## src/rtl/uart_cmd_parser.sv

```systemverilog
// uart_cmd_parser
//   Byte-stream command parser sitting between the UART wrapper and the waveform core.
//   Host frames: SYNC, CMD, P3, P2, P1, P0, CSUM  (payload big-endian,
//   CSUM = CMD ^ P3 ^ P2 ^ P1 ^ P0). Accepted frames update signalNumber / adder /
//   amplitude and are answered with ACK_BYTE; rejected frames are answered with NAK_BYTE.
//   CMD 0x04 answers ACK followed by the 4 bytes of `signal` (MSB first), as sampled in
//   the cycle right after the checksum byte.
//
// Optional feature (compile-time macro UART_CMD_TIMEOUT_EN):
//   When defined, a frame that stalls for TIMEOUT_CYCLES cycles between bytes is
//   abandoned silently. When undefined, the parser waits indefinitely.
//
// Ports:
//   clk, reset                 clock, synchronous active-low reset
//   from_uart_data/valid/error received byte stream (ready is an output)
//   to_uart_data/valid/error   transmit byte stream (ready is an input; error tied 0)
//   signal                     current waveform sample for readback
//   signalNumber, adder,
//   amplitude                  waveform parameter registers
//   cfg_update                 one-cycle pulse on any parameter register write
module uart_cmd_parser #(
  parameter logic [7:0]  SYNC_BYTE      = 8'hA5,
  parameter logic [7:0]  ACK_BYTE       = 8'h06,
  parameter logic [7:0]  NAK_BYTE       = 8'h15,
  parameter int unsigned TIMEOUT_CYCLES = 32'd5000000
) (
  input  logic        clk,
  input  logic        reset,
  input  logic [7:0]  from_uart_data,
  input  logic        from_uart_valid,
  input  logic        from_uart_error,
  output logic        from_uart_ready,
  output logic [7:0]  to_uart_data,
  output logic        to_uart_valid,
  output logic        to_uart_error,
  input  logic        to_uart_ready,
  input  logic [31:0] signal,
  output logic [7:0]  signalNumber,
  output logic [31:0] adder,
  output logic [31:0] amplitude,
  output logic        cfg_update
);

  localparam logic [2:0] ST_IDLE    = 3'd0;
  localparam logic [2:0] ST_CMD     = 3'd1;
  localparam logic [2:0] ST_PAYLOAD = 3'd2;
  localparam logic [2:0] ST_CSUM    = 3'd3;
  localparam logic [2:0] ST_EXEC    = 3'd4;
  localparam logic [2:0] ST_RESP    = 3'd5;
  localparam logic [2:0] ST_RDBK    = 3'd6;

  logic [2:0]  state_q, state_d;
  logic [7:0]  cmd_q, cmd_d;
  logic [31:0] payload_q, payload_d;
  logic [1:0]  idx_q, idx_d;
  logic [7:0]  csum_q, csum_d;        // running XOR of CMD and payload bytes
  logic        bad_q, bad_d;          // sticky: some byte of this frame had a UART error
  logic [7:0]  tx_data_q, tx_data_d;
  logic        tx_valid_q, tx_valid_d;
  logic [31:0] rdbk_q, rdbk_d;        // readback holding / shift register
  logic [1:0]  rd_cnt_q, rd_cnt_d;    // readback bytes still to send after the current one
  logic        rdbk_pend_q, rdbk_pend_d;
  logic [7:0]  sig_num_q, sig_num_d;
  logic [31:0] adder_q, adder_d;
  logic [31:0] amp_q, amp_d;
  logic        cfg_update_q, cfg_update_d;

  logic        byte_acc;
  logic        tx_done;
  logic        frame_ok;
  logic        rx_state;
  logic [31:0] rsp_src;

  // Receiving states accept bytes; reset gates ready low while asserted.
  assign rx_state = (state_q == ST_IDLE) || (state_q == ST_CMD) ||
                    (state_q == ST_PAYLOAD) || (state_q == ST_CSUM);
  assign from_uart_ready = reset && rx_state;

  assign byte_acc = from_uart_valid && from_uart_ready;
  assign tx_done  = tx_valid_q && to_uart_ready;

  // Evaluated only while the checksum byte is being accepted.
  assign frame_ok = (from_uart_data == csum_q) && !bad_q && !from_uart_error &&
                    (cmd_q >= 8'h01) && (cmd_q <= 8'h04);

  // In EXEC the sample is taken straight from the input so an immediate handshake
  // still returns the EXEC-cycle value.
  assign rsp_src = (state_q == ST_EXEC) ? signal : rdbk_q;

`ifdef UART_CMD_TIMEOUT_EN
  logic [31:0] to_cnt_q, to_cnt_d;
`else
  logic unused_timeout;
  assign unused_timeout = ^TIMEOUT_CYCLES;
`endif

  always_comb begin
    state_d      = state_q;
    cmd_d        = cmd_q;
    payload_d    = payload_q;
    idx_d        = idx_q;
    csum_d       = csum_q;
    bad_d        = bad_q;
    tx_data_d    = tx_data_q;
    tx_valid_d   = tx_valid_q;
    rdbk_d       = rdbk_q;
    rd_cnt_d     = rd_cnt_q;
    rdbk_pend_d  = rdbk_pend_q;
    sig_num_d    = sig_num_q;
    adder_d      = adder_q;
    amp_d        = amp_q;
    cfg_update_d = 1'b0;

    case (state_q)
      ST_IDLE: begin
        if (byte_acc && !from_uart_error && (from_uart_data == SYNC_BYTE)) begin
          state_d = ST_CMD;
          bad_d   = 1'b0;
        end
      end

      ST_CMD: begin
        if (byte_acc) begin
          cmd_d   = from_uart_data;
          csum_d  = from_uart_data;
          bad_d   = bad_q | from_uart_error;
          idx_d   = 2'd0;
          state_d = ST_PAYLOAD;
        end
      end

      ST_PAYLOAD: begin
        if (byte_acc) begin
          payload_d = {payload_q[23:0], from_uart_data};
          csum_d    = csum_q ^ from_uart_data;
          bad_d     = bad_q | from_uart_error;
          idx_d     = idx_q + 2'd1;
          if (idx_q == 2'd3) begin
            state_d = ST_CSUM;
          end
        end
      end

      ST_CSUM: begin
        if (byte_acc) begin
          // Decision is registered here so writes, cfg_update and the response
          // byte are all visible during the EXEC cycle.
          state_d     = ST_EXEC;
          tx_valid_d  = 1'b1;
          rdbk_pend_d = 1'b0;
          if (frame_ok) begin
            tx_data_d = ACK_BYTE;
            case (cmd_q)
              8'h01: begin
                sig_num_d    = payload_q[7:0];
                cfg_update_d = 1'b1;
              end
              8'h02: begin
                adder_d      = payload_q;
                cfg_update_d = 1'b1;
              end
              8'h03: begin
                amp_d        = payload_q;
                cfg_update_d = 1'b1;
              end
              default: rdbk_pend_d = 1'b1;
            endcase
          end else begin
            tx_data_d = NAK_BYTE;
          end
        end
      end

      ST_EXEC, ST_RESP: begin
        if ((state_q == ST_EXEC) && rdbk_pend_q) begin
          rdbk_d = signal;
        end
        if (tx_done) begin
          if (rdbk_pend_q) begin
            tx_data_d   = rsp_src[31:24];
            rdbk_d      = {rsp_src[23:0], 8'h00};
            rd_cnt_d    = 2'd3;
            rdbk_pend_d = 1'b0;
            state_d     = ST_RDBK;
          end else begin
            tx_valid_d = 1'b0;
            state_d    = ST_IDLE;
          end
        end else begin
          state_d = ST_RESP;
        end
      end

      ST_RDBK: begin
        if (tx_done) begin
          if (rd_cnt_q == 2'd0) begin
            tx_valid_d = 1'b0;
            state_d    = ST_IDLE;
          end else begin
            tx_data_d = rdbk_q[31:24];
            rdbk_d    = {rdbk_q[23:0], 8'h00};
            rd_cnt_d  = rd_cnt_q - 2'd1;
          end
        end
      end

      default: state_d = ST_IDLE;
    endcase

`ifdef UART_CMD_TIMEOUT_EN
    to_cnt_d = 32'd0;
    if ((state_q == ST_CMD) || (state_q == ST_PAYLOAD) || (state_q == ST_CSUM)) begin
      if (byte_acc) begin
        to_cnt_d = 32'd0;
      end else if (to_cnt_q == (TIMEOUT_CYCLES - 32'd1)) begin
        state_d  = ST_IDLE;
        bad_d    = 1'b0;
        to_cnt_d = 32'd0;
      end else begin
        to_cnt_d = to_cnt_q + 32'd1;
      end
    end
`endif
  end

  always_ff @(posedge clk) begin
    if (!reset) begin
      state_q      <= ST_IDLE;
      cmd_q        <= 8'h00;
      payload_q    <= 32'h0;
      idx_q        <= 2'd0;
      csum_q       <= 8'h00;
      bad_q        <= 1'b0;
      tx_data_q    <= 8'h00;
      tx_valid_q   <= 1'b0;
      rdbk_q       <= 32'h0;
      rd_cnt_q     <= 2'd0;
      rdbk_pend_q  <= 1'b0;
      sig_num_q    <= 8'h00;
      adder_q      <= 32'h0;
      amp_q        <= 32'h0;
      cfg_update_q <= 1'b0;
    end else begin
      state_q      <= state_d;
      cmd_q        <= cmd_d;
      payload_q    <= payload_d;
      idx_q        <= idx_d;
      csum_q       <= csum_d;
      bad_q        <= bad_d;
      tx_data_q    <= tx_data_d;
      tx_valid_q   <= tx_valid_d;
      rdbk_q       <= rdbk_d;
      rd_cnt_q     <= rd_cnt_d;
      rdbk_pend_q  <= rdbk_pend_d;
      sig_num_q    <= sig_num_d;
      adder_q      <= adder_d;
      amp_q        <= amp_d;
      cfg_update_q <= cfg_update_d;
    end
  end

`ifdef UART_CMD_TIMEOUT_EN
  always_ff @(posedge clk) begin
    if (!reset) begin
      to_cnt_q <= 32'd0;
    end else begin
      to_cnt_q <= to_cnt_d;
    end
  end
`endif

  assign to_uart_data  = tx_data_q;
  assign to_uart_valid = tx_valid_q;
  assign to_uart_error = 1'b0;
  assign signalNumber  = sig_num_q;
  assign adder         = adder_q;
  assign amplitude     = amp_q;
  assign cfg_update    = cfg_update_q;

endmodule
```

## config.mk

```make
export PLATFORM = sky130hd
export DESIGN_NAME = uart_cmd_parser
export DESIGN_NICKNAME = d
export VERILOG_FILES = /design/src/rtl/uart_cmd_parser.sv
export SDC_FILE = /design/constraint.sdc
export NUM_CORES = 1
export LEC_CHECK = 0
export CELL_PAD_IN_SITES_DETAIL_PLACEMENT = 0
export CELL_PAD_IN_SITES_GLOBAL_PLACEMENT = 2
export CORE_MARGIN = 2
export CORE_UTILIZATION = 25
export CTS_BUF_LIST = sky130_fd_sc_hd__clkbuf_8
export CTS_CLUSTER_SIZE = 16
export DETAILED_ROUTE_END_ITERATION = 6
export GPL_TIMING_DRIVEN = 0
export PLACE_DENSITY_LB_ADDON = 0.1
export SYNTH_ARGS = -nofsm -noshare
export SYNTH_HDL_FRONTEND = slang
export SYNTH_SLANG_ARGS = --single-unit
export TNS_END_PERCENT = 5
```

## constraint.sdc

```tcl
create_clock -name clk -period 2.65 [get_ports clk]
set_input_delay 0.53 -clock clk [delete_from_list [all_inputs] [get_ports clk]]
set_output_delay 0.53 -clock clk [all_outputs]
set_load 0.1 [all_outputs]
```

==> results.md, run 1 <==
- Run status: completed
- Global Route Usage Sum: 0.167
- Clk pwr share: 0.390
- Clock Latency Late Sink: 0.48 ns
- Master cell of the clock root buffer: sky130_fd_sc_hd__clkbuf_8
- Net count, final: 1067
- Final number of hold-violating endpoints: 0
- Count of unresolved DRC violations after routing: 0
- Hold buffer count at CTS: 0
- Vias in the first global route: 6638
- Total setup violations reported at the end of the flow: 0
- Worst hold margin: 0.461 ns
- Signal arrival time at the worst endpoint: 2.03 ns
- Share of synthesized area occupied by flip-flops and latches: 0.450
- Maximum buffer depth of the clock tree: 2
- DRC marker count from the first detailed-route iteration: 317
- Cell row count: 63
- Wirelength per Cell: 18.2 µm
- Kind of critical path: in2out
- Worst path setup slack after routing: 0.0863 ns
- DIE AREA: 31800 µm²
- Distinct cells, synth: 57
- Number of maximum-capacitance constraint violations: 0
- Internal portion of total power: 3.46 mW
- Vias per cell: 4.65
- Post-Place Setup Slack: -1.37 ns
- Rel. slew slack: 0.334
- Design area: 9790 µm²
- Routed vias: 6613
- Total power: 4.90 mW
- Initial core utilization: 0.255
- Number of warning messages in the yosys log: 0
- Clock skew: 0.0226 ns
- Clock-pin slew of the registers on the worst-case setup and hold paths: 0.10 ns
- Flops & latches, synth: 171
- Post-CTS setup-driven buffer insertion count: 0
- Part of the total power dissipated in sequential elements: 0.529
- Setup repair after global routing missed its margin: no
- Max-slew violation total from the final report: 0
- Area growth syn-to-layout: 28.7%
- Leakage power total: 3.16 nW
- Estimated wirelength of the detail-placed design: 18.9 mm
- Area fraction of the dominant cell type after synthesis: 0.450
- Non-Filler Instances: 1423
- Maximum fanout along the worst path: 10
- First-pass GRT wire length: 40.2 mm
- Share of cells above drive strength 1: 0.0658
- Most used DFF post-synth: sky130_fd_sc_hd__dfxtp_1
- Endpoint class of the critical path: output port
- H-tree lvl count: 4
- Total I/O pin count: 129
- CTS sink count: 171
- DRT Wirelength: 26.0 mm
- Upper clock frequency limit: 390 MHz
- Slew at the pin closest to its max-slew limit: 0.995 ns
- Largest net degree at the start of global routing: 19
- Clock buffers created by TritonCTS: 17
- Height of the die: 178 µm
- Synthesized cell area: 7610 µm²
- Sort of element at the start of the critical path: input port
- Gate count after technology mapping: 874
- Required time of the critical path: 2.12 ns
- Placed instance count: 1391
- Share of synthesized registers carrying an async set or reset: 0
- Ratio of total power to cell area: 501 nW/µm²
- Die X: 178 µm
- Worst min path class: reg2reg
- Placed standard-cell area: 9370 µm²
- Switch share: 0.293
- Final RePlAce weighted congestion: 0.745
- Nets in the synthesized netlist: 921
- Comb pwr share: 0.081
- Area leader, netlist: sky130_fd_sc_hd__dfxtp_1
- Cell types occupying the most area after synthesis: sky130_fd_sc_hd__dfxtp_1 (45%), sky130_fd_sc_hd__mux2i_1 (12%), sky130_fd_sc_hd__nand2_1 (11%)
- CORE AREA: 29800 µm²
- End-of-flow core utilization: 0.328
- Overflow left after global routing: 0
- Min Clock Period, post-route: 2.56 ns
- Antenna diode count: 0
- Worst VDD drop: 0.242 mV
- Final period utilization: 0.967
- Mean cell area of the mapped netlist: 8.70 µm²
- Initial antenna violation count: 0
- Number of flops mapped to enable cells by yosys: 0
- Clock tree from TritonCTS: built
- Switching power: 1.43 mW
- Number of detailed-routing iterations run before antenna repair: 5
- Port Buffers: 127
- Filler Cell Count: 3200
- Setup tns final: 0 ns
- Antenna-violating nets left: 0
-- path summary, 6_finish.rpt --
kind	depth (start not counted)	from	endpoint	slack (ns)
setup / recovery	5	reset	from_uart_ready	0.09
hold / removal	2	payload_q[26]	payload_q[26]	0.46
setup reg to reg	6	state_q[2]	rdbk_q[17]	0.20
hold reg to reg	2	payload_q[26]	payload_q[26]	0.46
-- layout by cell type (no fill, tap or decap), drive strengths merged, types with 2 or more instances in the layout --
master         synthesis  routed
nand2                228     228
dfxtp                171     171
clkdlybuf4s50          0     125
mux2i                 94      94
clkbuf                43      61
nor2                  46      46
a21boi                34      34
a21oi                 32      32
nor2b                 27      27
o21ai                 26      26
nand3                 21      21
buf                   20      21
o31ai                 16      16
a2bb2oi               13      13
xor2                  10      10
inv                    3      10
a221oi                 9       9
a32oi                  9       9
a21o                   8       8
nor3                   6       6
nor4                   6       6
a22oi                  6       6
nor3b                  5       5
o21a                   4       4
and3                   4       4
clkinv                 0       4
and2                   3       3
clkinvlp               0       3
nand3b                 2       2
nand4b                 2       2
nand2b                 2       2
o22ai                  2       2
a22o                   2       2
a32o                   2       2
ha                     2       2
nor4b                  2       2
nand4                  2       2
-- registers in the layout, indices dropped and copies added, names as in the netlist --
register	cells
idx_q	2
bad_q	1
payload_q	32
to_uart_valid	1
cmd_q	8
signalNumber	8
adder	32
rdbk_q	32
to_uart_data	8
rdbk_pend_q	1
amplitude	32
state_q	3
csum_q	8
rd_cnt_q	2
cfg_update	1
-- metal layers --
metal  part of all wire  routed length, µm  global-route usage
met1               0.49              12800               0.232
met2               0.46              11900               0.272
met3              0.036                945              0.0256
met4             0.0085                221              0.0362
met5                  0                  0                   0
-- power by group through the flow --
stage	registers, mW	clock network [mW]	logic, mW
2_1_floorplan	2.65	0	0.207
3_3_place_gp	2.65	0	0.407
3_5_place_dp	2.65	0	0.403
4_1_cts	2.59	1.98	0.405
5_1_grt	2.60	2.09	0.436
6_report	2.59	1.91	0.397
-- synthesized netlist by cell type, drive strengths merged, types with 3 or more instances --
master   instances
clkbuf          43
and2             3
buf             20
nor2            46
inv              3
o21a             4
a21boi          34
dfxtp          171
a21oi           32
a21o             8
nand2          228
xor2            10
nor3b            5
a22oi            6
a221oi           9
nor3             6
mux2i           94
nand3           21
o31ai           16
nor4             6
a32oi            9
o21ai           26
and3             4
nor2b           27
a2bb2oi         13
-- cell type report --
class | instances | area [µm²] | area share
repair buffers | 127 | 1270 | 0.130
clock buffers | 18 | 248 | 0.0253
inverters | 3 | 11.3 | 0.00115
multi-input cells | 637 | 3860 | 0.395
plain buffers | 63 | 333 | 0.0340
well taps | 390 | 488 | 0.0499
clock inverters | 14 | 149 | 0.0152
flip-flops and latches | 171 | 3420 | 0.350
-- critical path, cell delays in order --
cell,delay [ns]
sky130_fd_sc_hd__clkdlybuf4s50_1,0.57
sky130_fd_sc_hd__clkbuf_4,0.25
sky130_fd_sc_hd__clkbuf_4,0.25
sky130_fd_sc_hd__nor2b_2,0.19
sky130_fd_sc_hd__buf_6,0.24
-- logic make-up (layout without fill, tap and decap cells) --
group	Yosys count	in the layout	share of synthesized area
AOI/OAI and AO/OA	168	168	0.153
other	1	1	0.000493
adders and majority gates	2	2	0.00329
muxes	95	95	0.125
buffers and inverters	66	225	0.0438
xor gates and xnor gates	10	10	0.0115
DFF	171	171	0.450
and+or+nand+nor	361	361	0.212
-- repair_timing --
action | 4_1_cts | 5_1_grt
gates resized for setup | 13 | 6
pin swaps | 0 | 0
setup endpoints to repair | 11 | 20
No activity file was read; power rests on OpenSTA's default activity.
==> run 2, diff against run 1 <==
==> constraint.sdc (replaced) <==
create_clock -name clk -period 2.9 [get_ports clk]
set_input_delay 0.58 -clock clk [delete_from_list [all_inputs] [get_ports clk]]
set_output_delay 0.58 -clock clk [all_outputs]
set_load 0.1 [all_outputs]
==> results.md, run 2 (synthesized netlist as in run 1, its figures left out) <==
- Run status: completed
- Final number of hold-violating endpoints: 0
- Global Route Usage Sum: 0.167
- Master cell of the clock root buffer: sky130_fd_sc_hd__clkbuf_8
- Leakage power total: 3.15 nW
- Filler Cell Count: 3204
- DRC marker count from the first detailed-route iteration: 307
- DRT Wirelength: 26.0 mm
- Clock-pin slew of the registers on the worst-case setup and hold paths: 0.10 ns
- Cell row count: 63
- Worst min path class: reg2reg
- Endpoint class of the critical path: output port
- Port Buffers: 127
- Estimated wirelength of the detail-placed design: 18.9 mm
- Min Clock Period, post-route: 2.78 ns
- Clock buffers created by TritonCTS: 17
- End-of-flow core utilization: 0.328
- Required time of the critical path: 2.32 ns
- Wirelength per Cell: 18.3 µm
- Clock Latency Late Sink: 0.48 ns
- Routed vias: 6596
- CTS sink count: 171
- Sort of element at the start of the critical path: input port
- Number of detailed-routing iterations run before antenna repair: 5
- Kind of critical path: in2out
- Share of cells above drive strength 1: 0.0620
- Upper clock frequency limit: 360 MHz
- Signal arrival time at the worst endpoint: 2.20 ns
- Worst VDD drop: 0.221 mV
- Placed instance count: 1391
- Largest net degree at the start of global routing: 19
- Maximum fanout along the worst path: 10
- Antenna diode count: 0
- Number of maximum-capacitance constraint violations: 0
- Total setup violations reported at the end of the flow: 0
- Ratio of total power to cell area: 458 nW/µm²
- Area growth syn-to-layout: 28.5%
- Count of unresolved DRC violations after routing: 0
- Non-Filler Instances: 1423
- Die X: 178 µm
- Max-slew violation total from the final report: 0
- Vias in the first global route: 6638
- Clock skew: 0.0209 ns
- CORE AREA: 29800 µm²
- Clock tree from TritonCTS: built
- Final period utilization: 0.958
- Overflow left after global routing: 0
- Most frequent cells in the layout: sky130_fd_sc_hd__nand2_1 (228), sky130_fd_sc_hd__dfxtp_1 (171), sky130_fd_sc_hd__clkdlybuf4s50_1 (126)
- Net count, final: 1067
- Antenna-violating nets left: 0
- DIE AREA: 31800 µm²
- Placed standard-cell area: 9370 µm²
- H-tree lvl count: 4
- Height of the die: 178 µm
- Initial core utilization: 0.255
- Maximum buffer depth of the clock tree: 2
- Setup repair after global routing missed its margin: no
- Slew at the pin closest to its max-slew limit: 0.995 ns
- Rel. slew slack: 0.334
- Initial antenna violation count: 0
- Final RePlAce weighted congestion: 0.745
- First-pass GRT wire length: 40.2 mm
- Most common library cell in the layout ignoring fill and taps: sky130_fd_sc_hd__nand2_1
- Design area: 9770 µm²
- Vias per cell: 4.64
- Total I/O pin count: 129
run 2: cell count changes in the layout (fill, tap and decap cells not counted), sizes merged:
cell           before  now
clkdlybuf4s50     125  126
dlygate4sd2         1    0
run 2: power by group:
| part | leakage (nW) | switching, mW | total (mW) | internal, mW |
|---|---|---|---|---|
| Combinational | 1.58 | 0.224 | 0.361 | 0.137 |
| Sequential | 1.38 | 0.00971 | 2.37 | 2.36 |
| Clock | 0.193 | 1.08 | 1.75 | 0.669 |
run 2: metrics by stage:
step	hold WS (ns)	power [mW]	setup WS, ns	setup TNS [ns]
global placement	0.443	2.80	-1.22	-10.39
finish	0.461	4.48	0.121	0
global route	0.479	4.68	0.00335	0
detailed placement	0.447	2.79	-1.22	-12.36
floorplan	0.435	2.61	0.404	0
CTS	0.463	4.55	0.0225	0
run 2: layer usage:
metal	global-route usage	share of wire	vias to the layer above
met2	0.272	0.46	142
met4	0.0362	0.0093	0
met3	0.0256	0.037	16
met1	0.232	0.49	3118
li1	-	-	3320
met5	0	0	-
run 2: final timing paths:
| path | from | end | slack, ns | cells past startpoint |
|---|---|---|---|---|
| min | payload_q[26] | payload_q[26] | 0.46 | 2 |
| min reg2reg | payload_q[26] | payload_q[26] | 0.46 | 2 |
| max | reset | from_uart_ready | 0.12 | 5 |
| max reg2reg | state_q[1] | rdbk_q[17] | 0.36 | 7 |
run 2: timing repair:
| item | 4_1_cts | 5_1_grt |
|---|---|---|
| endpoints found under the setup margin | 1 | 2 |
| buffers inserted | 0 | 0 |
| endpoints found under the hold margin | 0 | 0 |
| resized for setup | 8 | 3 |
| hold buffers | 0 | 0 |
run 2: critical path, cell delays in order:
cell                              delay (ns)
sky130_fd_sc_hd__clkdlybuf4s50_1        0.57
sky130_fd_sc_hd__clkbuf_2               0.28
sky130_fd_sc_hd__clkbuf_4               0.29
sky130_fd_sc_hd__nor2b_2                0.18
sky130_fd_sc_hd__buf_4                  0.30
run 2: final cells by class:
class	count	area [µm²]	share of cell area
well taps	390	488	0.0499
inverters	3	11.3	0.00115
clock inverters	14	149	0.0152
plain buffers	63	327	0.0334
clock buffers	18	248	0.0253
multi-input cells	637	3860	0.395
repair buffers	127	1270	0.130
flip-flops and latches	171	3420	0.350
